`src/rtl/rv_ctrl_pkg.sv`:
```
// Shared encodings for the multi-cycle RV32I control path: opcodes, ALU ops,
// mux selects, FSM states and the per-state Moore control word.
package rv_ctrl_pkg;

  localparam logic [6:0] OP_LOAD   = 7'b0000011;
  localparam logic [6:0] OP_STORE  = 7'b0100011;
  localparam logic [6:0] OP_R      = 7'b0110011;
  localparam logic [6:0] OP_I      = 7'b0010011;
  localparam logic [6:0] OP_BRANCH = 7'b1100011;
  localparam logic [6:0] OP_JAL    = 7'b1101111;
  localparam logic [6:0] OP_JALR   = 7'b1100111;
  localparam logic [6:0] OP_LUI    = 7'b0110111;

  typedef enum logic [2:0] {
    ALU_ADD  = 3'b000,
    ALU_SUB  = 3'b001,
    ALU_AND  = 3'b010,
    ALU_OR   = 3'b011,
    ALU_XOR  = 3'b100,
    ALU_SLT  = 3'b101,
    ALU_SLTU = 3'b110
  } alu_opc_t;

  typedef enum logic [2:0] {
    IMM_I = 3'b000,
    IMM_S = 3'b001,
    IMM_B = 3'b010,
    IMM_J = 3'b011,
    IMM_U = 3'b100
  } imm_src_t;

  typedef enum logic [1:0] {
    RES_ALUOUT  = 2'b00,
    RES_MEMDATA = 2'b01,
    RES_ALU     = 2'b10
  } result_src_t;

  typedef enum logic [1:0] {
    SRCA_PC    = 2'b00,
    SRCA_OLDPC = 2'b01,
    SRCA_RS1   = 2'b10,
    SRCA_ZERO  = 2'b11
  } src_a_t;

  typedef enum logic [1:0] {
    SRCB_RS2  = 2'b00,
    SRCB_IMM  = 2'b01,
    SRCB_FOUR = 2'b10
  } src_b_t;

  typedef enum logic [3:0] {
    S_RESET,
    S_FETCH,
    S_DECODE,
    S_MEM_ADR,
    S_MEM_READ,
    S_MEM_WB,
    S_MEM_WRITE,
    S_EXEC_R,
    S_EXEC_I,
    S_ALU_WB,
    S_BRANCH,
    S_JAL,
    S_JALR,
    S_JALR_WB,
    S_LUI
  } state_t;

  typedef struct packed {
    alu_opc_t    alu_opc;
    src_a_t      alu_src_a;
    src_b_t      alu_src_b;
    result_src_t result_src;
    logic        adr_src;
    logic        ir_write;
    logic        pc_write;
    logic        reg_write;
    logic        mem_write;
    logic        instr_retired;
  } ctrl_t;

  function automatic imm_src_t imm_src_of(logic [6:0] op);
    case (op)
      OP_STORE:  return IMM_S;
      OP_BRANCH: return IMM_B;
      OP_JAL:    return IMM_J;
      OP_LUI:    return IMM_U;
      default:   return IMM_I;
    endcase
  endfunction

  // beq/bge/bgeu take the branch when the ALU result is zero; bne/blt/bltu when it is not.
  function automatic logic branch_on_zero(logic [2:0] func3);
    return func3[2] ? func3[0] : ~func3[0];
  endfunction

  // Control word a state drives for its whole duration; opc only matters in EXEC_*/BRANCH.
  function automatic ctrl_t state_ctrl(state_t s, alu_opc_t opc);
    ctrl_t c;
    c = '0;
    case (s)
      S_FETCH: begin
        c.ir_write   = 1'b1;
        c.alu_src_b  = SRCB_FOUR;
        c.result_src = RES_ALU;
        c.pc_write   = 1'b1;
      end
      S_DECODE: begin
        c.alu_src_a = SRCA_OLDPC;
        c.alu_src_b = SRCB_IMM;
      end
      S_MEM_ADR: begin
        c.alu_src_a = SRCA_RS1;
        c.alu_src_b = SRCB_IMM;
      end
      S_MEM_READ: c.adr_src = 1'b1;
      S_MEM_WB: begin
        c.result_src    = RES_MEMDATA;
        c.reg_write     = 1'b1;
        c.instr_retired = 1'b1;
      end
      S_MEM_WRITE: begin
        c.adr_src       = 1'b1;
        c.mem_write     = 1'b1;
        c.instr_retired = 1'b1;
      end
      S_EXEC_R: begin
        c.alu_src_a = SRCA_RS1;
        c.alu_opc   = opc;
      end
      S_EXEC_I: begin
        c.alu_src_a = SRCA_RS1;
        c.alu_src_b = SRCB_IMM;
        c.alu_opc   = opc;
      end
      S_ALU_WB: begin
        c.reg_write     = 1'b1;
        c.instr_retired = 1'b1;
      end
      S_BRANCH: begin
        c.alu_src_a     = SRCA_RS1;
        c.alu_opc       = opc;
        c.instr_retired = 1'b1;
      end
      S_JAL: begin
        c.alu_src_a = SRCA_OLDPC;
        c.alu_src_b = SRCB_FOUR;
        c.pc_write  = 1'b1;
      end
      S_JALR: begin
        c.alu_src_a  = SRCA_RS1;
        c.alu_src_b  = SRCB_IMM;
        c.result_src = RES_ALU;
        c.pc_write   = 1'b1;
      end
      S_JALR_WB: begin
        c.alu_src_a     = SRCA_OLDPC;
        c.alu_src_b     = SRCB_FOUR;
        c.result_src    = RES_ALU;
        c.reg_write     = 1'b1;
        c.instr_retired = 1'b1;
      end
      S_LUI: begin
        c.alu_src_a = SRCA_ZERO;
        c.alu_src_b = SRCB_IMM;
      end
      default: c = '0;
    endcase
    return c;
  endfunction

endpackage

```
`src/rtl/multi_cycle_controller_if.sv`:
```
// Controller <-> datapath bundle: instruction fields and ALU flag in, control word out.
interface multi_cycle_controller_if;

  logic [6:0] op;
  logic [2:0] func3;
  logic       func7b5;
  logic       zero;

  logic [2:0] alu_opc;
  logic [1:0] alu_src_a;
  logic [1:0] alu_src_b;
  logic [2:0] imm_src;
  logic [1:0] result_src;
  logic       adr_src;
  logic       ir_write;
  logic       pc_write;
  logic       reg_write;
  logic       mem_write;
  logic       instr_retired;

  modport master (
    input  op, func3, func7b5, zero,
    output alu_opc, alu_src_a, alu_src_b, imm_src, result_src,
           adr_src, ir_write, pc_write, reg_write, mem_write, instr_retired
  );

  modport slave (
    output op, func3, func7b5, zero,
    input  alu_opc, alu_src_a, alu_src_b, imm_src, result_src,
           adr_src, ir_write, pc_write, reg_write, mem_write, instr_retired
  );

endinterface

```
`src/rtl/alu_decoder.sv`:
```
// Combinational ALU operation select for R-type, I-type ALU and branch instructions.
module alu_decoder
  import rv_ctrl_pkg::*;
(
  input  logic [6:0] op,
  input  logic [2:0] func3,
  input  logic       func7b5,
  output alu_opc_t   alu_opc
);

  always_comb begin
    // NOTE: default assigned first so every path drives alu_opc and no latch is inferred.
    alu_opc = ALU_ADD;
    case (op)
      OP_R, OP_I: begin
        case (func3)
          3'b000:  alu_opc = (op == OP_R && func7b5) ? ALU_SUB : ALU_ADD;
          3'b111:  alu_opc = ALU_AND;
          3'b110:  alu_opc = ALU_OR;
          3'b100:  alu_opc = ALU_XOR;
          3'b010:  alu_opc = ALU_SLT;
          3'b011:  alu_opc = ALU_SLTU;
          default: alu_opc = ALU_ADD;
        endcase
      end
      OP_BRANCH: begin
        case (func3[2:1])
          2'b00:   alu_opc = ALU_SUB;
          2'b10:   alu_opc = ALU_SLT;
          2'b11:   alu_opc = ALU_SLTU;
          default: alu_opc = ALU_ADD;
        endcase
      end
      default: alu_opc = ALU_ADD;
    endcase
  end

endmodule

```
`src/rtl/multi_cycle_controller.sv`:
```
// Main control FSM of the multi-cycle RV32I core. Control word is registered from the
// next state; only imm_src (follows op) and the branch pc_write (follows zero) are combinational.
module multi_cycle_controller
  import rv_ctrl_pkg::*;
(
  input logic                      clk,
  input logic                      rst_n,
  multi_cycle_controller_if.master bus
);

  state_t   state;
  state_t   state_nxt;
  ctrl_t    ctrl_q;
  alu_opc_t dec_opc;

  alu_decoder u_alu_decoder (
    .op      (bus.op),
    .func3   (bus.func3),
    .func7b5 (bus.func7b5),
    .alu_opc (dec_opc)
  );

  always_comb begin
    state_nxt = S_FETCH;
    case (state)
      S_RESET:  state_nxt = S_FETCH;
      S_FETCH:  state_nxt = S_DECODE;
      S_DECODE: begin
        case (bus.op)
          OP_LOAD, OP_STORE: state_nxt = S_MEM_ADR;
          OP_R:              state_nxt = S_EXEC_R;
          OP_I:              state_nxt = S_EXEC_I;
          OP_BRANCH:         state_nxt = S_BRANCH;
          OP_JAL:            state_nxt = S_JAL;
          OP_JALR:           state_nxt = S_JALR;
          OP_LUI:            state_nxt = S_LUI;
          default:           state_nxt = S_FETCH;  // illegal opcode: drop it silently
        endcase
      end
      S_MEM_ADR:  state_nxt = (bus.op == OP_STORE) ? S_MEM_WRITE : S_MEM_READ;
      S_MEM_READ: state_nxt = S_MEM_WB;
      S_EXEC_R, S_EXEC_I, S_JAL, S_LUI: state_nxt = S_ALU_WB;
      S_JALR:     state_nxt = S_JALR_WB;
      default:    state_nxt = S_FETCH;
    endcase
  end

  // op is only valid from DECODE on, so the opc captured here is consumed no earlier
  // than the DECODE -> EXEC/BRANCH edge.
  always_ff @(posedge clk or negedge rst_n) begin
    if (!rst_n) begin
      state  <= S_RESET;
      ctrl_q <= '0;
    end else begin
      // NOTE: non-blocking so state and ctrl_q both update from pre-edge values.
      state  <= state_nxt;
      ctrl_q <= state_ctrl(state_nxt, dec_opc);
    end
  end

  assign bus.alu_opc       = ctrl_q.alu_opc;
  assign bus.alu_src_a     = ctrl_q.alu_src_a;
  assign bus.alu_src_b     = ctrl_q.alu_src_b;
  assign bus.result_src    = ctrl_q.result_src;
  assign bus.adr_src       = ctrl_q.adr_src;
  assign bus.ir_write      = ctrl_q.ir_write;
  assign bus.reg_write     = ctrl_q.reg_write;
  assign bus.mem_write     = ctrl_q.mem_write;
  assign bus.instr_retired = ctrl_q.instr_retired;

  assign bus.imm_src  = (state == S_RESET || state == S_FETCH) ? IMM_I : imm_src_of(bus.op);
  assign bus.pc_write = ctrl_q.pc_write |
                        ((state == S_BRANCH) && (bus.zero == branch_on_zero(bus.func3)));

endmodule
```
`src/flat_wrapper.sv`:
```
// flat-port wrapper written by rule: the top's interface ports become plain ports
module multi_cycle_controller_flat import rv_ctrl_pkg::*;
  (clk, rst_n, bus_op, bus_func3, bus_func7b5, bus_zero, bus_alu_opc, bus_alu_src_a, bus_alu_src_b, bus_imm_src, bus_result_src, bus_adr_src, bus_ir_write, bus_pc_write, bus_reg_write, bus_mem_write, bus_instr_retired);
  multi_cycle_controller_if bus_i ();
  input logic clk;
  input logic rst_n;
  input wire logic [$bits(bus_i.op)-1:0] bus_op;
  input wire logic [$bits(bus_i.func3)-1:0] bus_func3;
  input wire logic [$bits(bus_i.func7b5)-1:0] bus_func7b5;
  input wire logic [$bits(bus_i.zero)-1:0] bus_zero;
  output wire logic [$bits(bus_i.alu_opc)-1:0] bus_alu_opc;
  output wire logic [$bits(bus_i.alu_src_a)-1:0] bus_alu_src_a;
  output wire logic [$bits(bus_i.alu_src_b)-1:0] bus_alu_src_b;
  output wire logic [$bits(bus_i.imm_src)-1:0] bus_imm_src;
  output wire logic [$bits(bus_i.result_src)-1:0] bus_result_src;
  output wire logic [$bits(bus_i.adr_src)-1:0] bus_adr_src;
  output wire logic [$bits(bus_i.ir_write)-1:0] bus_ir_write;
  output wire logic [$bits(bus_i.pc_write)-1:0] bus_pc_write;
  output wire logic [$bits(bus_i.reg_write)-1:0] bus_reg_write;
  output wire logic [$bits(bus_i.mem_write)-1:0] bus_mem_write;
  output wire logic [$bits(bus_i.instr_retired)-1:0] bus_instr_retired;
  assign bus_i.op = bus_op;
  assign bus_i.func3 = bus_func3;
  assign bus_i.func7b5 = bus_func7b5;
  assign bus_i.zero = bus_zero;
  assign bus_alu_opc = bus_i.alu_opc;
  assign bus_alu_src_a = bus_i.alu_src_a;
  assign bus_alu_src_b = bus_i.alu_src_b;
  assign bus_imm_src = bus_i.imm_src;
  assign bus_result_src = bus_i.result_src;
  assign bus_adr_src = bus_i.adr_src;
  assign bus_ir_write = bus_i.ir_write;
  assign bus_pc_write = bus_i.pc_write;
  assign bus_reg_write = bus_i.reg_write;
  assign bus_mem_write = bus_i.mem_write;
  assign bus_instr_retired = bus_i.instr_retired;
  multi_cycle_controller u_core (.clk(clk), .rst_n(rst_n), .bus(bus_i));
endmodule
```
`config.mk`:
```
export PLATFORM = sky130hd
export DESIGN_NAME = multi_cycle_controller_flat
export DESIGN_NICKNAME = d
export VERILOG_FILES = /design/src/rtl/rv_ctrl_pkg.sv /design/src/rtl/multi_cycle_controller_if.sv /design/src/rtl/alu_decoder.sv /design/src/rtl/multi_cycle_controller.sv /design/src/flat_wrapper.sv
export SDC_FILE = /design/constraint.sdc
export NUM_CORES = 1
export LEC_CHECK = 0
export CORE_MARGIN = 2
export CORE_UTILIZATION = 25
export DETAILED_ROUTE_END_ITERATION = 8
export SYNTH_ARGS = -nofsm -noshare
export SYNTH_HDL_FRONTEND = slang
export SYNTH_HIERARCHICAL = 1
export SYNTH_SLANG_ARGS = --single-unit
```
`constraint.sdc`:
```
create_clock -name clk -period 2.3 [get_ports clk]
set_clock_uncertainty 0.05 [all_clocks]
set_input_delay 0.23 -clock clk [delete_from_list [all_inputs] [get_ports clk]]
set_output_delay 0.23 -clock clk [all_outputs]
set_load 0.01 [all_outputs]
```
==> flow_metrics.tcl, run 1 <==
set metrics [dict create \
    status "finished clean" \
    max_cap_viol_count 0 \
    synth.largest_area_cell "dfrtp_1" \
    ant_nets 0 \
    syn-cell-area_um2 1370 \
    critical_path_class "reg -> out" \
    slew_viol_final 0 \
    core_um2 5200 \
    totalWireLength_um 2920 \
    die_h_um 78.0 \
    grt_max_degree 20 \
    fin_nets 201 \
    diodes 0 \
    cts_sinks 19 \
    timing.setup.tns_ps 0 \
    layout_commonest_cell "clkdlybuf4s50_1" \
    row_count 26 \
    cts_htree_levels 1 \
    cts_hold_buffers 0 \
    wire_per_inst_um 11.4 \
    drtPass1Iterations 4 \
    cts_made_buffers 3 \
    holdCritPathClass "in -> async" \
    drc_errors 0 \
    ir_worst_vdd_uv 323 \
    cp_slowest_stage_delay_ps 530 \
    syn-num-nets 160 \
    synth_area_leaders "dfrtp_1 (35%), buf_4 (6.6%), a31oi_4 (3.1%), nand2_1 (3.0%), nand3_1 (2.9%)" \
    start_util_pct 26.3 \
    layout_min_cycle_time_ps 2180 \
    path_cells "inv_2 -> nor4b_1 -> a21o_1 -> clkdlybuf4s50_1" \
    leakagePower_nw 0.805 \
    root_buffer "clkbuf_8" \
    yosysSeqAreaShare_pct 34.8 \
    fmaxAchievable_mhz 458 \
    chipWidth_um 78.0 \
    setup_viol 0 \
    post-route-period-util_pct 94.9 \
    hpwlAfterDp_um 2310 \
    io_pins 32 \
    ys_warn_count 6 \
    start_kind "register" \
    path_clk_slew_ps 70 \
    area_delta_synth_final_pct 36.4 \
    crit_fanout 9 \
    grt_pass1_wl_um 5060 \
    design.die.area_um2 6080 \
    ys_ff_latch 19 \
    antenna_found_initial 0 \
    postCtsSetupBuffers 0 \
    tightest_slew_ps 659 \
    grt_usage_pct 10.3 \
    power_density_nw_per_um2 965 \
    grt-ovfl-total 0 \
    clock_latency_ps 250 \
    total_power_w 0.00180 \
    cts_tree "built" \
    drive_gt1_share_pct 25.3 \
    vias 1182 \
    place_congestion 0.810 \
    ys_types 48 \
    rsz0062_at_grt "no" \
    port_buffers 31 \
    cp_data_arrival_time_ps 1900 \
    drt_iter0_markers 65 \
    mostFrequentLayoutCells "clkdlybuf4s50_1 (28), buf_4 (24), dfrtp_1 (18), nand2_1 (11), nand3_1 (8)" \
    clockBufferDepth 2 \
    fin_util_pct 35.8 \
    syn_avg_cell_area_um2 9.37 \
    netlist_instances 146 \
    grt_pass1_vias 1156 \
    vias_per_cell 4.62 \
    endpoint_kind "output port" \
    slew_headroom_pct 56.0 \
    synth_top_area_share_pct 34.8 \
    required_ps 2020 \
    slowest_stage "clkdlybuf4s50_1" \
    final_hold_viol_count 0 \
]
==> flip-flops by register name, indices dropped and copies added, names as in the netlist <==
signal / flops
u_core/bus.alu_src_b: 2
u_core/bus.alu_opc: 3
u_core/bus.instr_retired: 1
u_core/bus.mem_write: 1
u_core/bus.reg_write: 1
u_core/state: 4
u_core/ctrl_q: 1
u_core/bus.result_src: 2
u_core/bus.ir_write: 1
u_core/bus.adr_src: 1
u_core/bus.alu_src_a: 2
==> metal layers <==
metal / vias up / track usage (%) / wire [µm]
met1: 532 / 13.6 / 1410
met3: 8 / 1.16 / 117
met2: 34 / 16.6 / 1310
li1: 608 / - / -
met5: - / 0 / 0
met4: 0 / 5.44 / 84
==> critical path, delay by kind of cell (launching register included) <==
family	cells	cell delay, ps
compound gates	1	180
buf+inv	2	630
flops	1	480
simple gates	1	370
==> worst paths after layout <==
| check | start | end | slack, ps | cells past startpoint |
|---|---|---|---|---|
| min in group clk | u_core/state[3]$_DFF_PN0_ | u_core/bus.result_src[0]$_DFF_PN0_ | 640 | 2 |
| worst min register to register | u_core/state[3]$_DFF_PN0_ | u_core/bus.result_src[0]$_DFF_PN0_ | 640 | 2 |
| worst min-delay path | rst_n | u_core/bus.mem_write$_DFF_PN0_ | 260 | 2 |
| worst max-delay path | u_core/state[1]$_DFF_PN0_ | bus_pc_write | 120 | 4 |
| worst max register to register | u_core/state[3]$_DFF_PN0_ | u_core/bus.result_src[1]$_DFF_PN0_ | 370 | 6 |
| max in group asynchronous | rst_n | u_core/state[1]$_DFF_PN0_ | 1720 | 2 |
==> where the power goes <==
part	switching [W]	internal (W)
Sequential	0.0000741	0.000453
Clock	0.000107	0.000120
Combinational	0.000527	0.000520
==> synth_stat cells (all sizes together) <==
master,number
a211oi,1
a21boi,3
a21o,1
a21oi,4
a22o,1
a31o,1
a31oi,7
and2,3
and3,1
and3b,1
and4bb,1
buf,19
dfrtp,19
inv,6
nand2,11
nand2b,3
nand3,9
nand3b,4
nand4,4
nor2,7
nor2b,2
nor3,3
nor3b,1
nor4,3
nor4b,2
nor4bb,1
o211ai,4
o21ai,8
o22ai,2
o311ai,1
o31ai,3
or3,2
or3b,1
or4,1
xnor2,3
xor2,3
==> per-stage QoR <==
stage | cells | setup WS (ps) | hold WS, ps | instance area [µm²]
2_1_floorplan | 146 | 554 | -116 | 1370
4_1_cts | 256 | 22.9 | 268 | 1860
3_5_place_dp | 252 | 41.8 | 535 | 1810
3_3_place_gp | 252 | 20.8 | 536 | 1810
6_report | 256 | 117 | 259 | 1870
5_1_grt | 256 | 54.2 | 288 | 1870
==> area by class of cell <==
type | instances | area [µm²]
Fill cell | 557 | 3340
Multi-Input combinational cell | 102 | 734
Inverter | 6 | 22.5
Clock inverter | 1 | 5.00
Sequential cell | 19 | 477
Tap cell | 70 | 87.6
Timing Repair Buffer | 55 | 498
Clock buffer | 3 | 41.3
==> repair_timing <==
item / CTS / global route
setup endpoints to repair: 1 / 3
pin swaps: 0 / 1
resized for setup: 1 / 3
hold endpoints to repair: 0 / 0
==> logic make-up (layout without fill, tap and decap cells) <==
logic type	Yosys count	in the layout	synth area share, %
compound gates	36	36	21.1
xor+xnor	6	6	3.84
buf+inv	25	65	11.5
flops	19	19	34.8
simple gates	60	60	28.7
No activity file was read; power rests on OpenSTA's default activity.
==> run 2: changes to the inputs <==
--- a/config.mk
+++ b/config.mk
@@ -5,6 +5,7 @@
 export SDC_FILE = /design/constraint.sdc
 export NUM_CORES = 1
 export LEC_CHECK = 0
+export CAP_MARGIN = 20
 export CORE_MARGIN = 2
 export CORE_UTILIZATION = 25
 export DETAILED_ROUTE_END_ITERATION = 8
==> results of run 2 <==
The final DEF is identical to that of run 1; final timing and power are the same.
==> run 3: changes to the inputs <==
--- a/config.mk
+++ b/config.mk
@@ -9,6 +9,7 @@
 export CORE_MARGIN = 2
 export CORE_UTILIZATION = 25
 export DETAILED_ROUTE_END_ITERATION = 8
+export SLEW_MARGIN = 0
 export SYNTH_ARGS = -nofsm -noshare
 export SYNTH_HDL_FRONTEND = slang
 export SYNTH_HIERARCHICAL = 1
==> results of run 3 <==
The final DEF is identical to that of run 1; final timing and power are the same.
